--- config.mk ---
export PLATFORM = sky130hd
export DESIGN_NAME = joy_shift_port
export DESIGN_NICKNAME = d
export VERILOG_FILES = /design/src/rtl/joy_shift_port.sv
export SDC_FILE = /design/constraint.sdc
export NUM_CORES = 1
export LEC_CHECK = 0
export CAP_MARGIN = 20
export CORE_AREA = 2 2 80 90
export DETAILED_ROUTE_END_ITERATION = 16
export DIE_AREA = 0 0 82 92
export DONT_BUFFER_PORTS = 1
export SYNTH_ARGS = -nofsm -noshare
export SYNTH_HDL_FRONTEND = slang
export SYNTH_SLANG_ARGS = --single-unit
--- constraint.sdc ---
create_clock -name clk -period 3.8 [get_ports clk]
set_clock_uncertainty 0.15 [all_clocks]
set_input_delay 0.76 -clock clk [delete_from_list [all_inputs] [get_ports clk]]
set_output_delay 0.76 -clock clk [all_outputs]
set_load 0.05 [all_outputs]
--- src/rtl/joy_shift_port.sv ---
// joy_shift_port
//   CPU-side joypad port. The raw pressed-button vector from the controller
//   scanner is debounced into a stable copy (held). The CPU reads that copy
//   through an NES-style strobe/serial interface: write 1 then 0 to the strobe
//   register to latch, then read one bit per rd pulse, LSB (B) first. Reads
//   beyond the last button return FILL_BIT.
//
// Ports
//   clk         system clock, rising edge
//   reset       asynchronous, active-high; clears all state
//   buttons     raw pressed vector (1=pressed), bit0=B ... bit11=R
//   strobe_wr   1-cycle CPU write pulse to the strobe register
//   strobe_din  data bit written with strobe_wr
//   rd          1-cycle CPU read pulse of the serial port
//   serial_out  current serial bit (registered), sampled by the CPU during rd
//   held        debounced button state
//   changed     1-cycle pulse when held takes a new, different value

module joy_shift_port #(
  parameter int   NBUTTONS      = 12,
  parameter int   STABLE_CYCLES = 16,
  parameter logic FILL_BIT      = 1'b1
) (
  input  logic                clk,
  input  logic                reset,
  input  logic [NBUTTONS-1:0] buttons,
  input  logic                strobe_wr,
  input  logic                strobe_din,
  input  logic                rd,
  output logic                serial_out,
  output logic [NBUTTONS-1:0] held,
  output logic                changed
);

  // Counter must hold STABLE_CYCLES-1; keep at least one bit so that
  // STABLE_CYCLES=1 still elaborates.
  localparam int CNT_W = (STABLE_CYCLES > 1) ? $clog2(STABLE_CYCLES) : 1;
  localparam logic [CNT_W-1:0] CNT_MAX = CNT_W'(STABLE_CYCLES - 1);

  logic [NBUTTONS-1:0] cand;
  logic [CNT_W-1:0]    cnt;
  logic                strb;
  logic [NBUTTONS-1:0] shreg;
  logic [NBUTTONS-1:0] shreg_next;
  logic                match;
  logic                load;

  assign match = (buttons == cand);
  // Once the candidate has been stable long enough, held tracks it every
  // cycle; the counter stays saturated until the input moves again.
  assign load  = match && (cnt == CNT_MAX);

  // Debounce: restart the stability count on any input change, otherwise
  // count up to the threshold and then publish the candidate.
  always_ff @(posedge clk or posedge reset) begin
    if (reset) begin
      cand    <= '0;
      cnt     <= '0;
      held    <= '0;
      changed <= 1'b0;
    end else begin
      changed <= 1'b0;
      if (!match) begin
        cand <= buttons;
        cnt  <= '0;
      end else if (cnt != CNT_MAX) begin
        cnt <= cnt + 1'b1;
      end else begin
        held    <= cand;
        changed <= (cand != held);
      end
    end
  end

  // Next shift-register contents. A strobe write always reloads and wins over
  // a coincident read; while the strobe level is high the register is
  // transparent to held, so reads cannot advance it.
  always_comb begin
    shreg_next = shreg;
    if (strobe_wr) begin
      shreg_next = held;
    end else if (strb) begin
      shreg_next = held;
    end else if (rd) begin
      shreg_next = {FILL_BIT, shreg[NBUTTONS-1:1]};
    end
  end

  // Strobe level register, shift register and the registered serial bit.
  // serial_out mirrors the next LSB so the CPU sees the new bit in the cycle
  // after a shift, ready for its next rd.
  always_ff @(posedge clk or posedge reset) begin
    if (reset) begin
      strb       <= 1'b0;
      shreg      <= '0;
      serial_out <= 1'b0;
    end else begin
      if (strobe_wr) begin
        strb <= strobe_din;
      end
      shreg      <= shreg_next;
      serial_out <= shreg_next[0];
    end
  end

endmodule
Yosys cells after proc, flatten, opt, wreduce, memory -nomap -nowiden
Cells that the tools add are included.

Bits in registers: 42.

Add/sub/neg operators: 1. Equality and inequality tests: 4. Multiplexer cells: 7. Bitwise operators: 1. Reduce and logical (&&, ||, !) cells: 2.

Operators by type and width (number): 2-to-1 mux 12 bit (3); equality test 12 bit (1); != test 12 bit (1); 2-to-1 mux 4 bit (2); adder 4 x 1 -> 4 bit (second input constant) (1); != test 4 bit (second input constant) (1); nonzero test 3 bit (1); 2-to-1 mux 1 bit (2); != test 2 x 1 -> 1 bit (second input constant) (1); AND reduction 2 bit (1); NOT 1 bit (1).

Logic depth before layout (Yosys ltp)
Gate-level depths: netlist of run 1.

Word-level depth: 3. Gate-level depth with buffers: 6. Gate-level depth less buffers: 5.

Least setup slack after synthesis of run 1
Ideal clock, no wire load.

Path kind: input port to flip-flop. From: input buttons[11]. To: register held[0]. Library setup time: 0.125 ns. Data arrival time: 1.960 ns. Slack: 1.565 ns. Stages: 5. Path buffers: 1. Cells stage by stage: xor2_1 > nor4_2 > and4_4 > buf_12 > mux2_4.

Cells in the longest elaborated chain, start to end: 2.

Ends and longest elaborated chain: from (decl) (RTL line 26) `input logic [NBUTTONS-1:0] buttons,`; equality test 12 bit (RTL line 48) `assign match = (buttons == cand);`; AND reduction 2 bit (no line); to (signal assigned) (RTL line 69) `held <= cand;`; to (decl) (RTL line 31) `output logic [NBUTTONS-1:0] held,`.

No other way between the ends. A chain may end at the register's enable or synchronous reset.

Final worst setup path of run 1
From: input buttons[11]. To: register held[2].

Same word-level chain as after synthesis.

==> results of run 1 <==
how the worst min path moves through the flow:
stage | from | slack [ns] | depth (start not counted) | endpoint
floorplan | strb | 0.32 | 1 | strb
CTS | buttons[7] | 0.32 | 0 | cand[7]
detailed placement | strb | 0.34 | 1 | strb
global route | buttons[7] | 0.31 | 0 | cand[7]
global placement | strb | 0.34 | 1 | strb
finish | reset | 0.33 | 2 | strb
worst reg2reg max path: stages, from the launching register on:
cell and delay [ns]:
dfrtp_1 0.42, xor2_1 0.17, nor4_2 0.46, and4_4 0.45
mux2_2 0.37
area by class of cell:
| class | count | area share (%) |
|---|---|---|
| Clock inverter | 2 | 1.813 |
| Clock buffer | 6 | 3.505 |
| Inverter | 2 | 0.3625 |
| Timing Repair Buffer | 1 | 0.3625 |
| Tap cell | 85 | 5.136 |
| Sequential cell | 42 | 50.76 |
| Multi-Input combinational cell | 98 | 38.07 |
flip-flops by register name (all words and copies together) (netlist names):
register and count:
held 12, cand 12, shreg 11, cnt 4, serial_out 1, strb 1, changed 1
routing by layer:
metal	share of wire [%]	wire length, um
met5	0	0
met4	1.7	60
met3	6.4	226
met2	52	1832
met1	40	1395
layout by cell type (no fill, tap or decap), types with 2 or more instances in the layout:
cell type and n:
nor4_1 3, nand2_1 13, nor3_1 2, nor2_1 5, nand3_1 3, inv_1 2, o21ai_0 12, nor4_2 3
xor2_1 24, clkbuf_8 5, mux2_4 10, mux2_2 3, dfrtp_1 42, mux2i_1 12, a31oi_1 2
kinds of logic (layout without fill, tap and decap cells):
kind of cell | Yosys count | after routing
multiplexers | 25 | 25
AO/OA/AOI/OAI | 14 | 14
buffers and inverters | 19 | 11
flip-flops | 42 | 42
AND/OR/NAND/NOR | 33 | 33
XOR/XNOR | 25 | 25
adder cells (fa/ha/maj) | 1 | 1
report_power, final:
group | internal [mW] | switching (mW)
Sequential | 0.455 | 0.00891
Combinational | 0.0148 | 0.0229
Clock | 0.196 | 0.150
==> qor.csv, run 1 <==
stage;metric;value;unit
setup_path;worst-path-max-fanout;12;
synth;share_of_flip_flops_with_an_asynchronous_set_or_reset_after_synthesis;100.0;%
outcome;outcome;complete, no violations;
setup_path;r2r_start;cand[11];
finish;antenna_cells;0;
synth;yosys.area.top_type;dfrtp_1;
global_routing;global_route_met2_usage;17.48;%
global_routing;first_global_vias;1142;
synth;dominant_combinational_cell_family_by_area_after_synthesis;multiplexers;
die;die_width;82;um
die;dieHeight;92;um
finish;synthesis_to_layout_area_growth;7.398;%
finish;fill_cells;697;
global_routing;grt_remaining_overflow;0;
detailed_routing;postRouteAntennaNets;0;
synth;postSynthAreaPerCell;12.13;sq um
synth;number_of_enable_type_register_cells_in_the_synthesized_netlist;0;
synth;synth_top_area_share;54.51;%
setup_path;crit_start;buttons[11];
synth;synth_adder_area_share;0.6489;%
setup_path;crit_path_cell_trace;xor2_1, nor4_2, and4_4, mux2_2;
synth;mappedNetlistNets;177;
setup_path;critical_path.endpoint;held[2];
placement;post-place-cells;228;
clock_tree;numCtsBuffers;5;
clock_tree;cts_setup_buffers;0;
power;vdd.ir_drop.worst;128.1;uV
finish;utilization;30.79;%
setup_path;r2r_end;held[2];
clock_tree;cts_tree;built;
timing;post-route-period-util;56.75;%
synth;synth.yosys.seq_area_share;54.51;%
timing;final_max_slew_viol_count;0;
finish;fin_cells;236;
global_routing;use_met3;4.528;%
global_routing;grt_start_max_net_pins;43;
flow_run;max_cap_violations;0;
clock_tree;clk_latency;0.29;ns
timing;finalSetupViolCount;0;
finish;area_of_the_multi_input_gates;788.3;sq um
clock_tree;clock_sink_count;42;
power;static-leakage-power;0.9617;nW
die;starting_density_of_the_core;28.66;%
synth;post_synth_and_or_nand_nor_area_fraction;9.345;%
setup_path;critical_path.endpoint_type;flip-flop;
detailed_routing;dr.first_iter.drc_count;35;
setup_path;logic_depth_of_the_worst_register_to_register_path;4;
synth;syn-cell-area;1928;sq um
global_routing;grt_usage;10.54;%
clock_tree;clock-root-buffer;clkbuf_8;
power;total_power;0.8477;mW
setup_path;crit_buf_inv;0;
detailed_routing;avgViaCountPerCell;4.479;
setup_path;critPathRequiredTime;3.83;ns
synth;synth_mux_area_share;15.77;%
clock_tree;cts.repair.resized;0;
timing;rsz0062_at_grt;no;
detailed_routing;first_pass_iters;4;
placement;dpl.hpwl;2.617;mm
die;floorplan.core_area;6726;sq um
detailed_routing;avgRoutedWirePerCell;14.89;um
clock_tree;clkTransAtPathRegs;0.08;ns
finish;seq_area;1051;sq um
timing;fin_hold_ws;0.3296;ns
synth;synth_common_cells;dfrtp_1 (42), xor2_1 (24), clkbuf_1 (15);
placement;place_congestion;0.7144;
synth;most_numerous_cell_in_the_yosys_netlist;dfrtp_1;
die;rows;32;
timing;max_freq;0.4637;GHz
synth;netlist_instances;159;
setup_path;critical_path_cell_count;4;
timing;period_needed;2.157;ns
setup_path;worst-setup-path-type;input port to flip-flop;
setup_path;critPathTopFamily;simple AND/OR/NAND/NOR gates;
setup_path;cpMaxStageDelayCell;nor4_2;
finish;final_nets;168;
detailed_routing;wirelength;3.515;mm
global_routing;grt_pass1_wl;5.892;mm
synth;flops_latches_synth;42;
synth;ys_dominant_reg_cell;dfrtp_1;
clock_tree;cts.path.max_buffers;2;
timing;timing_hold_violations_final;0;
synth;synth_warnings;0;
hold_path;holdCritPathClass;input port to async pin;
timing;maxSlewHeadroom;59.75;%
global_routing;use_met1;11.87;%
setup_path;timing.critical_path.slowest_cell_delay;0.46;ns
power;power_density;409.4;nW/um^2
timing;setup_ws;1.643;ns
die;die-area;7544;sq um
detailed_routing;remaining_drc_errors;0;
global_routing;global_route.peak_usage_layer;met2;
detailed_routing;route.vias.total;1057;
setup_path;critical_path.startpoint_type;input port;
clock_tree;holdBufCountCts;0;
global_routing;grt_antenna_before_repair;0;
timing;worstMarginPinSlew;0.6038;ns
synth;synth_area_in_compound_gates;3.764;%
timing;final.setup.tns;0;ns
setup_path;critPathArrivalTime;2.19;ns
synth;yosys-top-cells-area;dfrtp_1 (55%), xor2_1 (11%), mux2_4 (7.8%), mux2i_1 (6.2%), o21ai_0 (3.1%);
placement;post_dp_cell_area;1961;sq um
synth;synth-xor-area-share;11.36;%
finish;final_layout_size_suffix_gt1_share;17.22;%
setup_path;timing.reg2reg.setup_slack;1.67;ns
clock_tree;htree_num_levels;2;
finish;final_cell_area;2071;sq um
die;boundaryPins;31;
synth;unique_masters_post_synth;23;
placement;portBuffers;0;
placement;place_worst_setup_slack;1.313;ns
(Power assumes the default switching activity.)
==> run 2, diff against run 1 <==
==> constraint.sdc (replaced) <==
create_clock -name clk -period 1.9 [get_ports clk]
set_clock_uncertainty 0.15 [all_clocks]
set_input_delay 0.38 -clock clk [delete_from_list [all_inputs] [get_ports clk]]
set_output_delay 0.38 -clock clk [all_outputs]
set_load 0.05 [all_outputs]
==> run 2 against run 1 <==
The run now ends with setup timing left. Power increased by 110%. Routed wire length rose by 11%. Global-route usage is 1.4 points higher. Non-clock buffer count is 47 higher. Cell area up 22%. Critical path depth stayed put. Combinational power grew to 4.0 times the previous value. Setup slack worse by 1.7 ns. Register-to-register slack worse by 1.7 ns. Utilization grew 6.8 points.
==> qor.csv, run 2 (synthesized netlist as in run 1, its figures left out) <==
stage;metric;value;unit;change
timing;timing_hold_violations_final;0;;unchanged
outcome;outcome;finished, violations left;;was complete, no violations
timing;worstMarginPinSlew;0.5257;ns;was 0.6038 ns
hold_path;worst_hold_startpoint;strobe_din;;
die;dieHeight;92;um;unchanged
power;total_power;1.763;mW;was 0.8477 mW
timing;finalSetupViolCount;11;;was 0
detailed_routing;route.vias.total;1242;;was 1,057
setup_path;logic_depth_of_the_worst_register_to_register_path;4;;unchanged
setup_path;worst-path-max-fanout;6;;was 12
detailed_routing;wirelength;3.915;mm;was 3.515 mm
finish;utilization;37.54;%;was 30.79%
finish;largestRegisters;cand: 12 flops, held: 12 flops, shreg: 11 flops;;unchanged
global_routing;first_global_vias;1356;;was 1,142
outcome;failed_checks;setup timing;;
setup_path;worst-setup-path-type;flip-flop to flip-flop;;was input port to flip-flop
detailed_routing;first_pass_iters;4;;unchanged
finish;final_nets;216;;was 168
detailed_routing;postRouteAntennaNets;0;;unchanged
detailed_routing;remaining_drc_errors;0;;unchanged
detailed_routing;dr.first_iter.drc_count;145;;was 35
timing;post-route-period-util;100.7;%;
clock_tree;clkTransAtPathRegs;0.08;ns;about the same
flow_run;max_cap_violations;0;;unchanged
finish;layout.cells.most_common;dfrtp_1;;unchanged
placement;dpl.hpwl;2.761;mm;was 2.617 mm
power;power_density;698.3;nW/um^2;was 409.4 nW/um^2
finish;final_cell_area;2525;sq um;was 2071 sq um
timing;rsz0062_at_grt;yes;;was no
hold_path;min_delay_path_depth;1;;
timing;maxSlewHeadroom;64.95;%;was 59.75%
power;vdd.ir_drop.worst;241.9;uV;was 128.1 uV
clock_tree;htree_num_levels;2;;unchanged
timing;setup_ws;-0.01407;ns;was 1.643 ns
timing;max_freq;0.5224;GHz;
clock_tree;numCtsBuffers;5;;unchanged
global_routing;grt_remaining_overflow;0;;unchanged
setup_path;critPathRequiredTime;1.93;ns;was 3.83 ns
global_routing;grt_usage;11.90;%;was 10.54%
global_routing;grt_antenna_before_repair;0;;unchanged
finish;final_layout_size_suffix_gt1_share;33.17;%;was 17.22%
detailed_routing;avgRoutedWirePerCell;13.79;um;was 14.89 um
die;die-area;7544;sq um;unchanged
setup_path;timing.reg2reg.setup_slack;-0.01;ns;was 1.67 ns
clock_tree;clk_latency;0.29;ns;about the same
setup_path;critPathArrivalTime;1.94;ns;was 2.19 ns
placement;portBuffers;0;;unchanged
clock_tree;cts.path.max_buffers;2;;unchanged
hold_path;min_delay_worst_endpoint;strb;;
timing;final.setup.tns;-0.06379;ns;was 0 ns
global_routing;grt_start_max_net_pins;43;;unchanged
die;boundaryPins;31;;unchanged
die;starting_density_of_the_core;28.66;%;unchanged
setup_path;critical_path.endpoint_type;flip-flop;;unchanged
setup_path;r2r_start;cand[11];;unchanged
die;floorplan.core_area;6726;sq um;unchanged
hold_path;holdCritPathClass;input port to flip-flop;;was input port to async pin
die;die_width;82;um;unchanged
timing;fin_hold_ws;0.08650;ns;was 0.3296 ns
placement;post-place-cells;256;;was 228
clock_tree;cts_tree;built;;unchanged
power;static-leakage-power;1.204;nW;was 0.9617 nW
setup_path;r2r_end;held[8];;was held[2]
setup_path;critical_path.startpoint_type;flip-flop;;was input port
finish;synthesis_to_layout_area_growth;30.95;%;was 7.398%
finish;fin_cells;284;;was 236
placement;place_congestion;0.7694;;was 0.7144
clock_tree;clock_sink_count;42;;unchanged
die;rows;32;;unchanged
placement;post_dp_cell_area;2171;sq um;was 1961 sq um
finish;layout.cells.most_common_list;dfrtp_1 (42), buf_4 (35), xor2_1 (21);;was dfrtp_1 (42), xor2_1 (24), nand2_1 (13)
timing;period_needed;1.914;ns;
placement;place_worst_setup_slack;-0.1189;ns;was 1.313 ns
detailed_routing;avgViaCountPerCell;4.373;;was 4.479
clock_tree;clock-root-buffer;clkbuf_8;;unchanged
timing;final_max_slew_viol_count;0;;unchanged
finish;antenna_cells;0;;unchanged
global_routing;grt_pass1_wl;6.665;mm;was 5.892 mm
==> run 2: changes by cell type in the layout (fill, tap and decap cells not counted) <==
cell           change
mux2_2             -2
mux2_4             +2
dlygate4sd3_1     +13
nor3_1             -1
nor3_2             +1
xor2_1             -3
nand3_1            -1
xor2_2             +3
and4_4             +1
nand3_2            +1
nor4_2             -2
buf_4             +34
nor4_4             +2
==> run 2: how the worst max path moves through the flow <==
| stage | startpoint | to | slack [ns] | cells after the start |
|---|---|---|---|---|
| 6_report | cand[11] | held[8] | -0.01 | 4 |
| 5_1_grt | cand[11] | held[11] | -0.10 | 4 |
| 4_1_cts | cand[6] | held[8] | -0.03 | 4 |
| 3_5_place_dp | buttons[11] | held[1] | -0.12 | 4 |
| 3_3_place_gp | cand[9] | held[1] | -0.08 | 4 |
| 2_1_floorplan | cand[7] | held[0] | 0.01 | 5 |
==> run 2: cell type report <==
class / instances / area [sq um]
fillers: 660 / 4202
flip-flops and latches: 42 / 1051
multi-input cells: 99 / 857.1
well taps: 85 / 106.4
repair buffers: 48 / 392.9
inverters: 2 / 7.507
clock inverters: 2 / 37.54
clock buffers: 6 / 72.57
==> run 2: what timing repair did <==
item / CTS / global route
pin swaps: 7 / 4
setup endpoints to repair: 12 / 16
endpoints found under the hold margin: 54 / 0
resized for setup: 5 / 5
buffers inserted: 4 / 2
cloned: 1 / 0
hold buffers: 13 / 0
==> run 2: critical path, cell delays in order (launching register included) <==
cell	delay [ns]
dfrtp_1	0.41
xor2_2	0.17
nor4_4	0.38
and4_4	0.37
mux2_4	0.32
==> run 2: per-layer routing <==
layer	vias up	share of wire, %	routed length [um]	GRT usage (%)
met5	-	0	0	0
met4	0	3.1	123	6.111
met3	9	4.9	190	3.543
met2	19	53	2061	19.04
met1	604	39	1539	14.23
li1	610	-	-	-
==> run 2: power by group <==
group          switching (mW)  leakage [nW]  internal, mW
logic                  0.0720         0.596        0.0771
registers              0.0116         0.556         0.910
clock network           0.300        0.0514         0.392
total                   0.384          1.20          1.38
